==> config.mk <==
export PLATFORM = sky130hd
export DESIGN_NAME = seg_display_driver_flat
export DESIGN_NICKNAME = d
export VERILOG_FILES = /design/src/rtl/seg_display_driver_pkg.sv /design/src/rtl/seg_display_driver_if.sv /design/src/rtl/seg_display_driver_bin2bcd_seq.sv /design/src/rtl/seg_display_driver.sv /design/src/flat_wrapper.sv
export SDC_FILE = /design/constraint.sdc
export NUM_CORES = 1
export LEC_CHECK = 0
export CORE_UTILIZATION = 29
export CTS_CLUSTER_DIAMETER = 200
export DETAILED_ROUTE_END_ITERATION = 6
export DONT_BUFFER_PORTS = 1
export HOLD_SLACK_MARGIN = 0.1
export SLEW_MARGIN = 30
export SYNTH_ARGS = -nofsm -noshare
export SYNTH_HDL_FRONTEND = slang
export SYNTH_HIERARCHICAL = 1
export SYNTH_SLANG_ARGS = --single-unit
==> constraint.sdc <==
create_clock -name clk -period 1.62 [get_ports clk]
set_clock_uncertainty 0.05 [all_clocks]
set_input_delay 0.081 -clock clk [delete_from_list [all_inputs] [get_ports clk]]
set_output_delay 0.081 -clock clk [all_outputs]
set_load 0.02 [all_outputs]
==> src/rtl/seg_display_driver_pkg.sv <==
// Shared constants and helpers for the two-digit 7-segment display driver.
// Holds the segment codes, the converter FSM encoding and the double-dabble step.
package seg_display_driver_pkg;

  typedef enum logic [1:0] {
    IDLE   = 2'd0,
    SHIFT  = 2'd1,
    COMMIT = 2'd2
  } conv_state_e;

  localparam logic [6:0] SEG_0     = 7'h3F;
  localparam logic [6:0] SEG_1     = 7'h06;
  localparam logic [6:0] SEG_2     = 7'h5B;
  localparam logic [6:0] SEG_3     = 7'h4F;
  localparam logic [6:0] SEG_4     = 7'h66;
  localparam logic [6:0] SEG_5     = 7'h6D;
  localparam logic [6:0] SEG_6     = 7'h7D;
  localparam logic [6:0] SEG_7     = 7'h07;
  localparam logic [6:0] SEG_8     = 7'h7F;
  localparam logic [6:0] SEG_9     = 7'h6F;
  localparam logic [6:0] SEG_DASH  = 7'h40;
  localparam logic [6:0] SEG_BLANK = 7'h00;

  // One double-dabble iteration on {hundreds, tens, units, binary}.
  function automatic logic [19:0] dd_step(input logic [19:0] sr);
    logic [19:0] adj;
    adj = sr;
    for (int n = 0; n < 3; n++) begin
      if (adj[8+4*n +: 4] >= 4'd5) adj[8+4*n +: 4] = adj[8+4*n +: 4] + 4'd3;
    end
    return {adj[18:0], 1'b0};
  endfunction

  function automatic logic [6:0] seg_decode(input logic [3:0] digit);
    case (digit)
      4'd0:    return SEG_0;
      4'd1:    return SEG_1;
      4'd2:    return SEG_2;
      4'd3:    return SEG_3;
      4'd4:    return SEG_4;
      4'd5:    return SEG_5;
      4'd6:    return SEG_6;
      4'd7:    return SEG_7;
      4'd8:    return SEG_8;
      4'd9:    return SEG_9;
      default: return SEG_BLANK;
    endcase
  endfunction

endpackage

==> src/rtl/seg_display_driver_if.sv <==
// Board-facing bundle of the display driver: value in, segment/digit drive and status out.
interface seg_display_driver_if;
  logic [7:0] num_in;
  logic [6:0] seg;
  logic [1:0] dig_sel;
  logic       disp_ok;
  logic       busy;

  modport master (output num_in, input seg, input dig_sel, input disp_ok, input busy);
  modport slave  (input num_in, output seg, output dig_sel, output disp_ok, output busy);
endinterface

==> src/rtl/seg_display_driver_bin2bcd_seq.sv <==
// Sequential 8-bit binary to 3-digit BCD converter (double dabble, one bit per clock).
// done pulses for the single COMMIT cycle while bcd holds the finished result.
module seg_display_driver_bin2bcd_seq
  import seg_display_driver_pkg::*;
(
  input  logic        clk,
  input  logic        rst_n,
  input  logic        start,
  input  logic [7:0]  bin,
  output logic        busy,
  output logic        done,
  output logic [11:0] bcd
);

  conv_state_e state_q, state_d;
  logic [19:0] shreg_q, shreg_d;
  logic [2:0]  i_q, i_d;
  logic        busy_q, busy_d;
  logic        done_q, done_d;

  always_comb begin
    state_d = state_q;
    shreg_d = shreg_q;
    i_d     = i_q;
    busy_d  = busy_q;
    done_d  = 1'b0;
    case (state_q)
      IDLE: begin
        if (start) begin
          state_d = SHIFT;
          shreg_d = {12'h000, bin};
          i_d     = 3'd0;
          busy_d  = 1'b1;
        end
      end
      SHIFT: begin
        shreg_d = dd_step(shreg_q);
        i_d     = i_q + 3'd1;
        if (i_q == 3'd7) begin
          state_d = COMMIT;
          done_d  = 1'b1;
        end
      end
      COMMIT: begin
        busy_d  = 1'b0;
        state_d = IDLE;
      end
      default: state_d = IDLE;
    endcase
  end

  always_ff @(posedge clk or negedge rst_n) begin
    if (!rst_n) begin
      state_q <= IDLE;
      shreg_q <= '0;
      i_q     <= '0;
      busy_q  <= 1'b0;
      done_q  <= 1'b0;
    end else begin
      state_q <= state_d;
      shreg_q <= shreg_d;
      i_q     <= i_d;
      busy_q  <= busy_d;
      done_q  <= done_d;
    end
  end

  assign busy = busy_q;
  assign done = done_q;
  assign bcd  = shreg_q[19:8];

endmodule

==> src/rtl/seg_display_driver.sv <==
// Two-digit multiplexed 7-segment driver for the countdown value: change detection,
// display registers, digit scan and registered segment/digit-enable outputs.
module seg_display_driver
  import seg_display_driver_pkg::*;
#(
  parameter int SCAN_DIV       = 50,
  parameter bit BLANK_LEAD     = 1'b1,
  parameter bit SEG_ACTIVE_LOW = 1'b1
) (
  input logic                 clk,
  input logic                 rst_n,
  seg_display_driver_if.slave bus
);

  localparam int                CNT_W    = (SCAN_DIV > 2) ? $clog2(SCAN_DIV) : 1;
  localparam logic [CNT_W-1:0]  CNT_LAST = CNT_W'(SCAN_DIV - 1);
  localparam logic [6:0]        SEG_OFF  = SEG_ACTIVE_LOW ? 7'h7F : 7'h00;
  localparam logic [1:0]        DIG_OFF  = SEG_ACTIVE_LOW ? 2'b11 : 2'b00;

  function automatic logic [6:0] pol7(input logic [6:0] x);
    return SEG_ACTIVE_LOW ? ~x : x;
  endfunction

  function automatic logic [1:0] pol2(input logic [1:0] x);
    return SEG_ACTIVE_LOW ? ~x : x;
  endfunction

  logic [7:0]       last_cap_q, last_cap_d;
  logic             pending_q, pending_d;
  logic [3:0]       hund_q, hund_d, tens_q, tens_d, units_q, units_d;
  logic             disp_ok_q, disp_ok_d;
  logic [CNT_W-1:0] scan_cnt_q, scan_cnt_d;
  logic             phase_q, phase_d;
  logic [6:0]       seg_q, seg_d;
  logic [1:0]       dig_sel_q, dig_sel_d;

  logic             start, conv_busy, conv_done;
  logic [11:0]      conv_bcd;
  logic             over_range;
  logic [6:0]       units_pat, tens_pat;

  assign start = !conv_busy && ((bus.num_in != last_cap_q) || pending_q);

  seg_display_driver_bin2bcd_seq u_conv (
    .clk   (clk),
    .rst_n (rst_n),
    .start (start),
    .bin   (bus.num_in),
    .busy  (conv_busy),
    .done  (conv_done),
    .bcd   (conv_bcd)
  );

  always_comb begin
    last_cap_d = last_cap_q;
    pending_d  = pending_q;
    hund_d     = hund_q;
    tens_d     = tens_q;
    units_d    = units_q;
    disp_ok_d  = disp_ok_q;
    scan_cnt_d = scan_cnt_q;
    phase_d    = phase_q;

    if (start) begin
      last_cap_d = bus.num_in;
      pending_d  = 1'b0;
    end
    if (conv_done) begin
      hund_d    = conv_bcd[11:8];
      tens_d    = conv_bcd[7:4];
      units_d   = conv_bcd[3:0];
      disp_ok_d = 1'b1;
    end

    if (scan_cnt_q == CNT_LAST) begin
      scan_cnt_d = '0;
      phase_d    = ~phase_q;
    end else begin
      scan_cnt_d = scan_cnt_q + CNT_W'(1);
    end

    // Any nonzero hundreds digit means the value is above 99 and shows as "--".
    over_range = (hund_q != 4'd0);
    units_pat  = over_range ? SEG_DASH : seg_decode(units_q);
    tens_pat   = over_range ? SEG_DASH :
                 (BLANK_LEAD && (tens_q == 4'd0)) ? SEG_BLANK : seg_decode(tens_q);

    if (!disp_ok_q) begin
      seg_d     = SEG_OFF;
      dig_sel_d = DIG_OFF;
    end else if (phase_q) begin
      seg_d     = pol7(tens_pat);
      dig_sel_d = pol2(2'b10);
    end else begin
      seg_d     = pol7(units_pat);
      dig_sel_d = pol2(2'b01);
    end
  end

  always_ff @(posedge clk or negedge rst_n) begin
    if (!rst_n) begin
      last_cap_q <= 8'h00;
      pending_q  <= 1'b1;
      hund_q     <= 4'd0;
      tens_q     <= 4'd0;
      units_q    <= 4'd0;
      disp_ok_q  <= 1'b0;
      scan_cnt_q <= '0;
      phase_q    <= 1'b0;
      seg_q      <= SEG_OFF;
      dig_sel_q  <= DIG_OFF;
    end else begin
      last_cap_q <= last_cap_d;
      pending_q  <= pending_d;
      hund_q     <= hund_d;
      tens_q     <= tens_d;
      units_q    <= units_d;
      disp_ok_q  <= disp_ok_d;
      scan_cnt_q <= scan_cnt_d;
      phase_q    <= phase_d;
      seg_q      <= seg_d;
      dig_sel_q  <= dig_sel_d;
    end
  end

  assign bus.seg     = seg_q;
  assign bus.dig_sel = dig_sel_q;
  assign bus.disp_ok = disp_ok_q;
  assign bus.busy    = conv_busy;

endmodule
==> src/flat_wrapper.sv <==
// flat-port wrapper written by rule: the top's interface ports become plain ports
module seg_display_driver_flat import seg_display_driver_pkg::*;
#(
  parameter int SCAN_DIV       = 50,
  parameter bit BLANK_LEAD     = 1'b1,
  parameter bit SEG_ACTIVE_LOW = 1'b1
)
  (clk, rst_n, bus_num_in, bus_seg, bus_dig_sel, bus_disp_ok, bus_busy);
  seg_display_driver_if bus_i ();
  input logic clk;
  input logic rst_n;
  input wire logic [$bits(bus_i.num_in)-1:0] bus_num_in;
  output wire logic [$bits(bus_i.seg)-1:0] bus_seg;
  output wire logic [$bits(bus_i.dig_sel)-1:0] bus_dig_sel;
  output wire logic [$bits(bus_i.disp_ok)-1:0] bus_disp_ok;
  output wire logic [$bits(bus_i.busy)-1:0] bus_busy;
  assign bus_i.num_in = bus_num_in;
  assign bus_seg = bus_i.seg;
  assign bus_dig_sel = bus_i.dig_sel;
  assign bus_disp_ok = bus_i.disp_ok;
  assign bus_busy = bus_i.busy;
  seg_display_driver #(.SCAN_DIV(SCAN_DIV), .BLANK_LEAD(BLANK_LEAD), .SEG_ACTIVE_LOW(SEG_ACTIVE_LOW)) u_core (.clk(clk), .rst_n(rst_n), .bus(bus_i));
endmodule
Word level (Yosys, flattened, before mapping)
Memories as Yosys holds them, arrays and structs flattened.
Cells that the tools add are included.
{"block": "word_totals", "ff_bits": 65, "inputBits": 10, "ram_bits": 0, "latch_bits": 0, "rom_bits": 224, "mem_count": 2, "out_inout_bits": 11}
{"block": "op_classes", "magnitude_cmp": 3, "reduce_logical": 11, "n_mul": 0, "mux": 22, "n_addsub": 5, "n_bitwise": 3, "eq_ne": 7, "n_shift": 0, "div": 0}
{"memory": "(name not given)", "depth": 16, "word_bits": 7, "rd": 1, "rd_clocked_by_memory_dff": 0, "wr": 0, "line_no": "seg_display_driver_pkg.sv:35", "source": "case (digit)"}
{"memory": "(name not given)", "depth": 16, "word_bits": 7, "rd": 1, "rd_clocked_by_memory_dff": 0, "wr": 0, "line_no": "seg_display_driver_pkg.sv:35"}
{"op": "case mux 20 bit (2 select lines)", "n": 1}
{"op": "2-to-1 mux 7 bit", "n": 5}
{"op": "2-to-1 mux 20 bit", "n": 1}
{"op": "inverter 7 bit", "n": 2}
{"op": "greater-or-equal comparator 4 x 3 -> 1 bit (second input constant)", "n": 3}
{"op": "adder 4 x 2 -> 4 bit (second input constant)", "n": 2}
{"op": "2-to-1 mux 2 bit", "n": 4}
{"op": "2-to-1 mux 4 bit", "n": 2}
{"op": "inequality test 8 bit", "n": 1}
{"op": "adder 6 x 1 -> 6 bit (second input constant)", "n": 1}
{"op": "== test 6 bit (second input constant)", "n": 1}
{"op": "2-to-1 mux 3 bit", "n": 2}
{"op": "2-to-1 mux 6 bit", "n": 1}
{"op": "case mux 3 bit (2 select lines)", "n": 1}
{"op": "AND reduction 2 bit", "n": 3}
{"op": "logical NOT 4 bit", "n": 1}
{"op": "case mux 2 bit (2 select lines)", "n": 1}
{"op": "nonzero test 2 bit", "n": 2}
{"op": "nonzero test 4 bit", "n": 1}
{"op": "adder 3 x 1 -> 3 bit (second input constant)", "n": 1}
{"op": "adder 3 x 2 -> 3 bit (second input constant)", "n": 1}
{"op": "== test 3 bit (second input constant)", "n": 1}
{"op": "2-to-1 mux 1 bit", "n": 3}
{"op": "== test 2 x 1 -> 1 bit (second input constant)", "n": 1}
{"op": "other kinds (9)", "n": 9}

Longest topological paths before layout
{"block": "logic_depth", "word_depth": 6, "ltp_mapped": 7}

Hierarchy
The synthesis kept the hierarchy.
{"module": "seg_display_driver", "cells_per_inst": 163, "n_inst": 1, "area_each_um2": 1901.8}
{"module": "seg_display_driver_bin2bcd_seq", "cells_per_inst": 149, "n_inst": 1, "area_each_um2": 1539.0}

Least setup slack after synthesis
Ideal clock, no wire load.
{"block": "synth_path", "path_type": "register -> register", "start": "register u_core.u_conv.busy_q (netlist: u_core/u_conv/busy)", "end": "register u_core.u_conv.shreg_q[11]", "slack_ns": -0.142, "t_arrival_ns": 1.591, "t_required_ns": 1.448, "stages_incl_launch_ff": 7, "setup_ns": 0.122, "path_cell_list": "dfrtp_1 buf_2 a31oi_1 o21ba_2 buf_4 o31ai_1 a32o_1"}
{"block": "synth_via", "elab_chain_len": 4}
{"item": "from (decl)", "line_no": "seg_display_driver_bin2bcd_seq.sv:18", "source": "logic busy_q, busy_d;"}
{"item": "from (signal assigned)", "line_no": "seg_display_driver_bin2bcd_seq.sv:63", "source": "busy_q <= busy_d;"}
{"item": "logical NOT 1 bit", "line_no": "seg_display_driver.sv:42", "source": "assign start = !conv_busy && ((bus.num_in != last_cap_q) || pending_q);"}
{"item": "logical AND 1 bit", "line_no": "seg_display_driver.sv:42"}
{"item": "net u_core.start", "line_no": "seg_display_driver.sv:37", "source": "logic start, conv_busy, conv_done;"}
{"item": "inequality test 2 x 1 -> 1 bit (no line)"}
{"item": "AND reduction 2 bit (no line)"}
{"item": "to (signal assigned)", "line_no": "seg_display_driver_bin2bcd_seq.sv:61", "source": "shreg_q <= shreg_d;"}
{"item": "to (decl)", "line_no": "seg_display_driver_bin2bcd_seq.sv:16", "source": "logic [19:0] shreg_q, shreg_d;"}
The timed path passes the listed nets, and every way through them passes these cells.
A chain may end at the register's enable or synchronous reset.

Worst setup path after layout
{"block": "layout_path", "start": "register u_core.last_cap_q[6]", "end": "register u_core.u_conv.shreg_q[14]"}
{"block": "layout_via", "elab_chain_len": 5}
{"item": "from (decl)", "line_no": "seg_display_driver.sv:28", "source": "logic [7:0] last_cap_q, last_cap_d;"}
{"item": "from (signal assigned)", "line_no": "seg_display_driver.sv:113", "source": "last_cap_q <= last_cap_d;"}
{"item": "inequality test 8 bit", "line_no": "seg_display_driver.sv:42"}
{"item": "logical OR 1 bit", "line_no": "seg_display_driver.sv:42"}
{"item": "logical AND 1 bit", "line_no": "seg_display_driver.sv:42"}
{"item": "net u_core.start", "line_no": "seg_display_driver.sv:37"}
{"item": "inequality test 2 x 1 -> 1 bit (no line)"}
{"item": "AND reduction 2 bit (no line)"}
The timed path passes the listed nets, and every way through them passes these cells.

==> results.sh <==
export IMPL_status="complete, but fails checks"
export IMPL_violations="negative hold slack, negative setup slack"
export IMPL_grt_pass1_vias=2269
export IMPL_yosysTopAreaCellShare_pct=40.00
export IMPL_post_route_util_pct=34.82
export IMPL_cts_sinks=65
export IMPL_route_detailed_vias_per_inst=4.775
export IMPL_initial_cell_density_of_the_core_pct=30.01
export IMPL_power_leakage_nw=1.700
export IMPL_postLayoutSetupSlackWorst_ps=-105.2
export IMPL_number_of_buffers_on_the_longest_clock_path=2
export IMPL_synthFlopType="sky130_fd_sc_hd__dfrtp_1"
export IMPL_numPlacedInstances=442
export IMPL_grt_util_all_layers_pct=10.90
export IMPL_initial_detailed_routing_violation_count=83
export IMPL_flop_and_latch_count_out_of_synthesis=65
export IMPL_port_buffers=0
export IMPL_synth_enable_flop_cells=0
export IMPL_cp_max_fo=14
export IMPL_clk_latency_ps=330
export IMPL_synthesis_nets=342
export IMPL_final_antenna_net_count=0
export IMPL_grt_antenna_before_repair=0
export IMPL_layout_cells_non_filler=467
export IMPL_synth_area_leaders="sky130_fd_sc_hd__dfrtp_1, sky130_fd_sc_hd__dfstp_2, sky130_fd_sc_hd__ha_1"
export IMPL_clk_transition_reported_paths_ps=60
export IMPL_slew_headroom_pct=64.78
export IMPL_io_pin_count=21
export IMPL_detailroute_via_count=2230
export IMPL_hold_fix_buffers_at_cts=8
export IMPL_fraction_of_synthesis_flops_using_an_asynchronous_set_or_reset_pin_pct=100.0
export IMPL_layout_cells_most_common_list="sky130_fd_sc_hd__dfrtp_1, sky130_fd_sc_hd__nand2_1, sky130_fd_sc_hd__inv_1"
export IMPL_post_dp_hpwl_mm=4.121
export IMPL_setup_violations=24
export IMPL_routabilityCongestion=0.7587
export IMPL_overflow=0
export IMPL_fin_nets=349
export IMPL_hold_worst_slack_ps=-605.9
export IMPL_timing_setup_critical_path_class="flip-flop to flip-flop"
export IMPL_critical_path_endpoint_type="flip-flop"
export IMPL_drive_gt1_share_pct=22.84
export IMPL_syn_avg_cell_area_um2=11.03
export IMPL_slew_violations=0
export IMPL_count_of_unique_library_cells_instantiated_by_yosys=53
export IMPL_irDropWorstVdd_mv=1.205
export IMPL_most_frequent_standard_cell_in_the_layout_excluding_fill_and_tap_cells="sky130_fd_sc_hd__dfrtp_1"
export IMPL_number_of_antenna_repair_diodes=0
export IMPL_worst_ep_required_time_ps=1810
export IMPL_layout_min_cycle_time_ps=1725
export IMPL_synth_area_um2=3441
export IMPL_crit_path_start_kind="flip-flop"
export IMPL_power_total_mw=7.707
export IMPL_setup_repair_after_global_routing_missed_its_margin="true"
export IMPL_synth_yosys_seq_area_share_pct=47.64
export IMPL_root_buf_cell="sky130_fd_sc_hd__clkbuf_16"
export IMPL_period_share_pct=106.5
export IMPL_floorplan_core_area_um2=11470
export IMPL_die_x_um=110.9
export IMPL_grt_first_pass_wirelength_mm=10.58
export IMPL_die_y_um=110.9
export IMPL_area_growth_synth_to_final_pct=16.04
export IMPL_drt_wirelength_per_cell_um=13.38
export IMPL_worst_pin_slew_ps=528.2
export IMPL_fp_dieArea_um2=12300
export IMPL_min_delay_path_class="input port to async pin"
export IMPL_yosysWarningCount=6
export IMPL_postSynthCellCount=312
export IMPL_reg2reg_setup_slack_ps=-110
export IMPL_drc_errors=0
export IMPL_synth_top_cell_by_area="sky130_fd_sc_hd__dfrtp_1"
export IMPL_cts_buffers_inserted=9
export IMPL_placement_setup_worst_slack_ps=-224.2
export IMPL_crit_arrival_ps=1920
export IMPL_cts_htree_levels=3
export IMPL_maxCapViolations=0
export IMPL_hold_viol_final=65
export IMPL_power_density_normalized_to_cell_area_nw_per_um2=1930
export IMPL_finalWirelength_mm=6.250
export IMPL_std_cell_rows=39
export IMPL_drt_pass_1_iters=4
export IMPL_pin_count_of_the_biggest_net_entering_global_routing=66
export IMPL_tritoncts="done"
export IMPL_max_clock_freq_ghz=0.5797
-- sequential cells by signal, summed over array words and instances (netlist names) --
register and cells:
u_core/bus.dig_sel 2, u_core/bus.disp_ok 1, u_core/bus.seg 7, u_core/hund_q 4, u_core/last_cap_q 8, u_core/pending_q 1, u_core/phase_q 1, u_core/scan_cnt_q 6
u_core/tens_q 4, u_core/u_conv/busy 1, u_core/u_conv/done 1, u_core/u_conv/i_q 3, u_core/u_conv/shreg_q 20, u_core/u_conv/state_q 2, u_core/units_q 4
-- report_power, final --
| part | switching, mW | internal (mW) |
|---|---|---|
| registers | 0.596 | 2.30 |
| logic | 1.46 | 1.47 |
| clock network | 0.661 | 1.22 |
-- critical path: stages (launching register included) --
cell	delay [ps]
sky130_fd_sc_hd__dfrtp_1	370
sky130_fd_sc_hd__xor2_1	170
sky130_fd_sc_hd__nor4_2	380
sky130_fd_sc_hd__a31oi_4	180
sky130_fd_sc_hd__o21bai_4	180
sky130_fd_sc_hd__buf_12	150
sky130_fd_sc_hd__nand2_1	60
sky130_fd_sc_hd__o211ai_1	100
-- metrics by stage --
| step | setup TNS (ps) | cell area (µm²) |
|---|---|---|
| floorplan | -1196 | 3462 |
| global placement | -4964 | 3550 |
| detailed placement | -4017 | 3550 |
| CTS | -1739 | 3956 |
| global route | -3213 | 3993 |
| finish | -1287 | 3993 |
-- repair_timing --
| item | CTS | global route |
|---|---|---|
| buffers inserted | 1 | 0 |
| setup endpoints to repair | 24 | 29 |
| gates resized for setup | 7 | 10 |
| hold endpoints to repair | 81 | 65 |
| pin swaps | 7 | 4 |
-- layout make-up --
cell class                 instances  area [µm²]
fill                            1138        7475
sequential                        65        1639
multi-input combinational        200        1598
clock buffer                      12       246.5
timing repair buffer              21       202.7
tap                              143       178.9
inverter                          22       82.58
clock inverter                     4       45.04
-- per-layer routing --
layer,GRT usage (%),vias up,share of wire (%)
met2,16.73,37,47
met3,4.265,9,4.2
li1,-,1104,-
met1,13.30,1080,47
met5,0,-,0
met4,5.333,0,2.0
-- cell usage after synthesis (all sizes together), types with 2 or more instances --
| cell | n |
|---|---|
| o21ai | 18 |
| o21a | 4 |
| or2b | 2 |
| dfstp | 10 |
| o211ai | 6 |
| or3b | 2 |
| o31ai | 4 |
| dfrtp | 55 |
| a31oi | 2 |
| nand2b | 6 |
| mux2 | 17 |
| or3 | 2 |
| o311ai | 2 |
| o32ai | 2 |
| buf | 23 |
| o21ba | 2 |
| and2 | 3 |
| mux2i | 6 |
| a22o | 2 |
| a21oi | 7 |
| ha | 20 |
| inv | 22 |
| nor2b | 9 |
| xor2 | 9 |
| o2111ai | 7 |
| a32o | 3 |
| clkbuf | 2 |
| nor2 | 9 |
| nand2 | 26 |
| xnor2 | 5 |
| o221ai | 4 |
| nor4 | 2 |
| nand3 | 6 |
-- cell families after synthesis --
| group | Yosys count | synth area share, % |
|---|---|---|
| flops | 65 | 47.64 |
| simple gates | 75 | 11.89 |
| compound gates | 68 | 14.15 |
| fa+ha+maj | 20 | 7.273 |
| mux | 23 | 7.309 |
| buf+inv | 47 | 8.182 |
| xor+xnor | 14 | 3.564 |
-- worst paths after layout --
| path | from | end | depth (start not counted) |
|---|---|---|---|
| worst max-delay path | u_core/last_cap_q[6] | u_core/u_conv/shreg_q[14] | 7 |
| worst min-delay path | rst_n | u_core/hund_q[0] | 0 |
| worst max register to register | u_core/last_cap_q[6] | u_core/u_conv/shreg_q[14] | 7 |
| worst min register to register | u_core/u_conv/shreg_q[2] | u_core/u_conv/shreg_q[2] | 2 |
| max in group asynchronous | rst_n | u_core/pending_q | 0 |
| min in group clk | bus_num_in[0] | u_core/u_conv/shreg_q[6] | 6 |
Power figures use the tool's default switching activity.
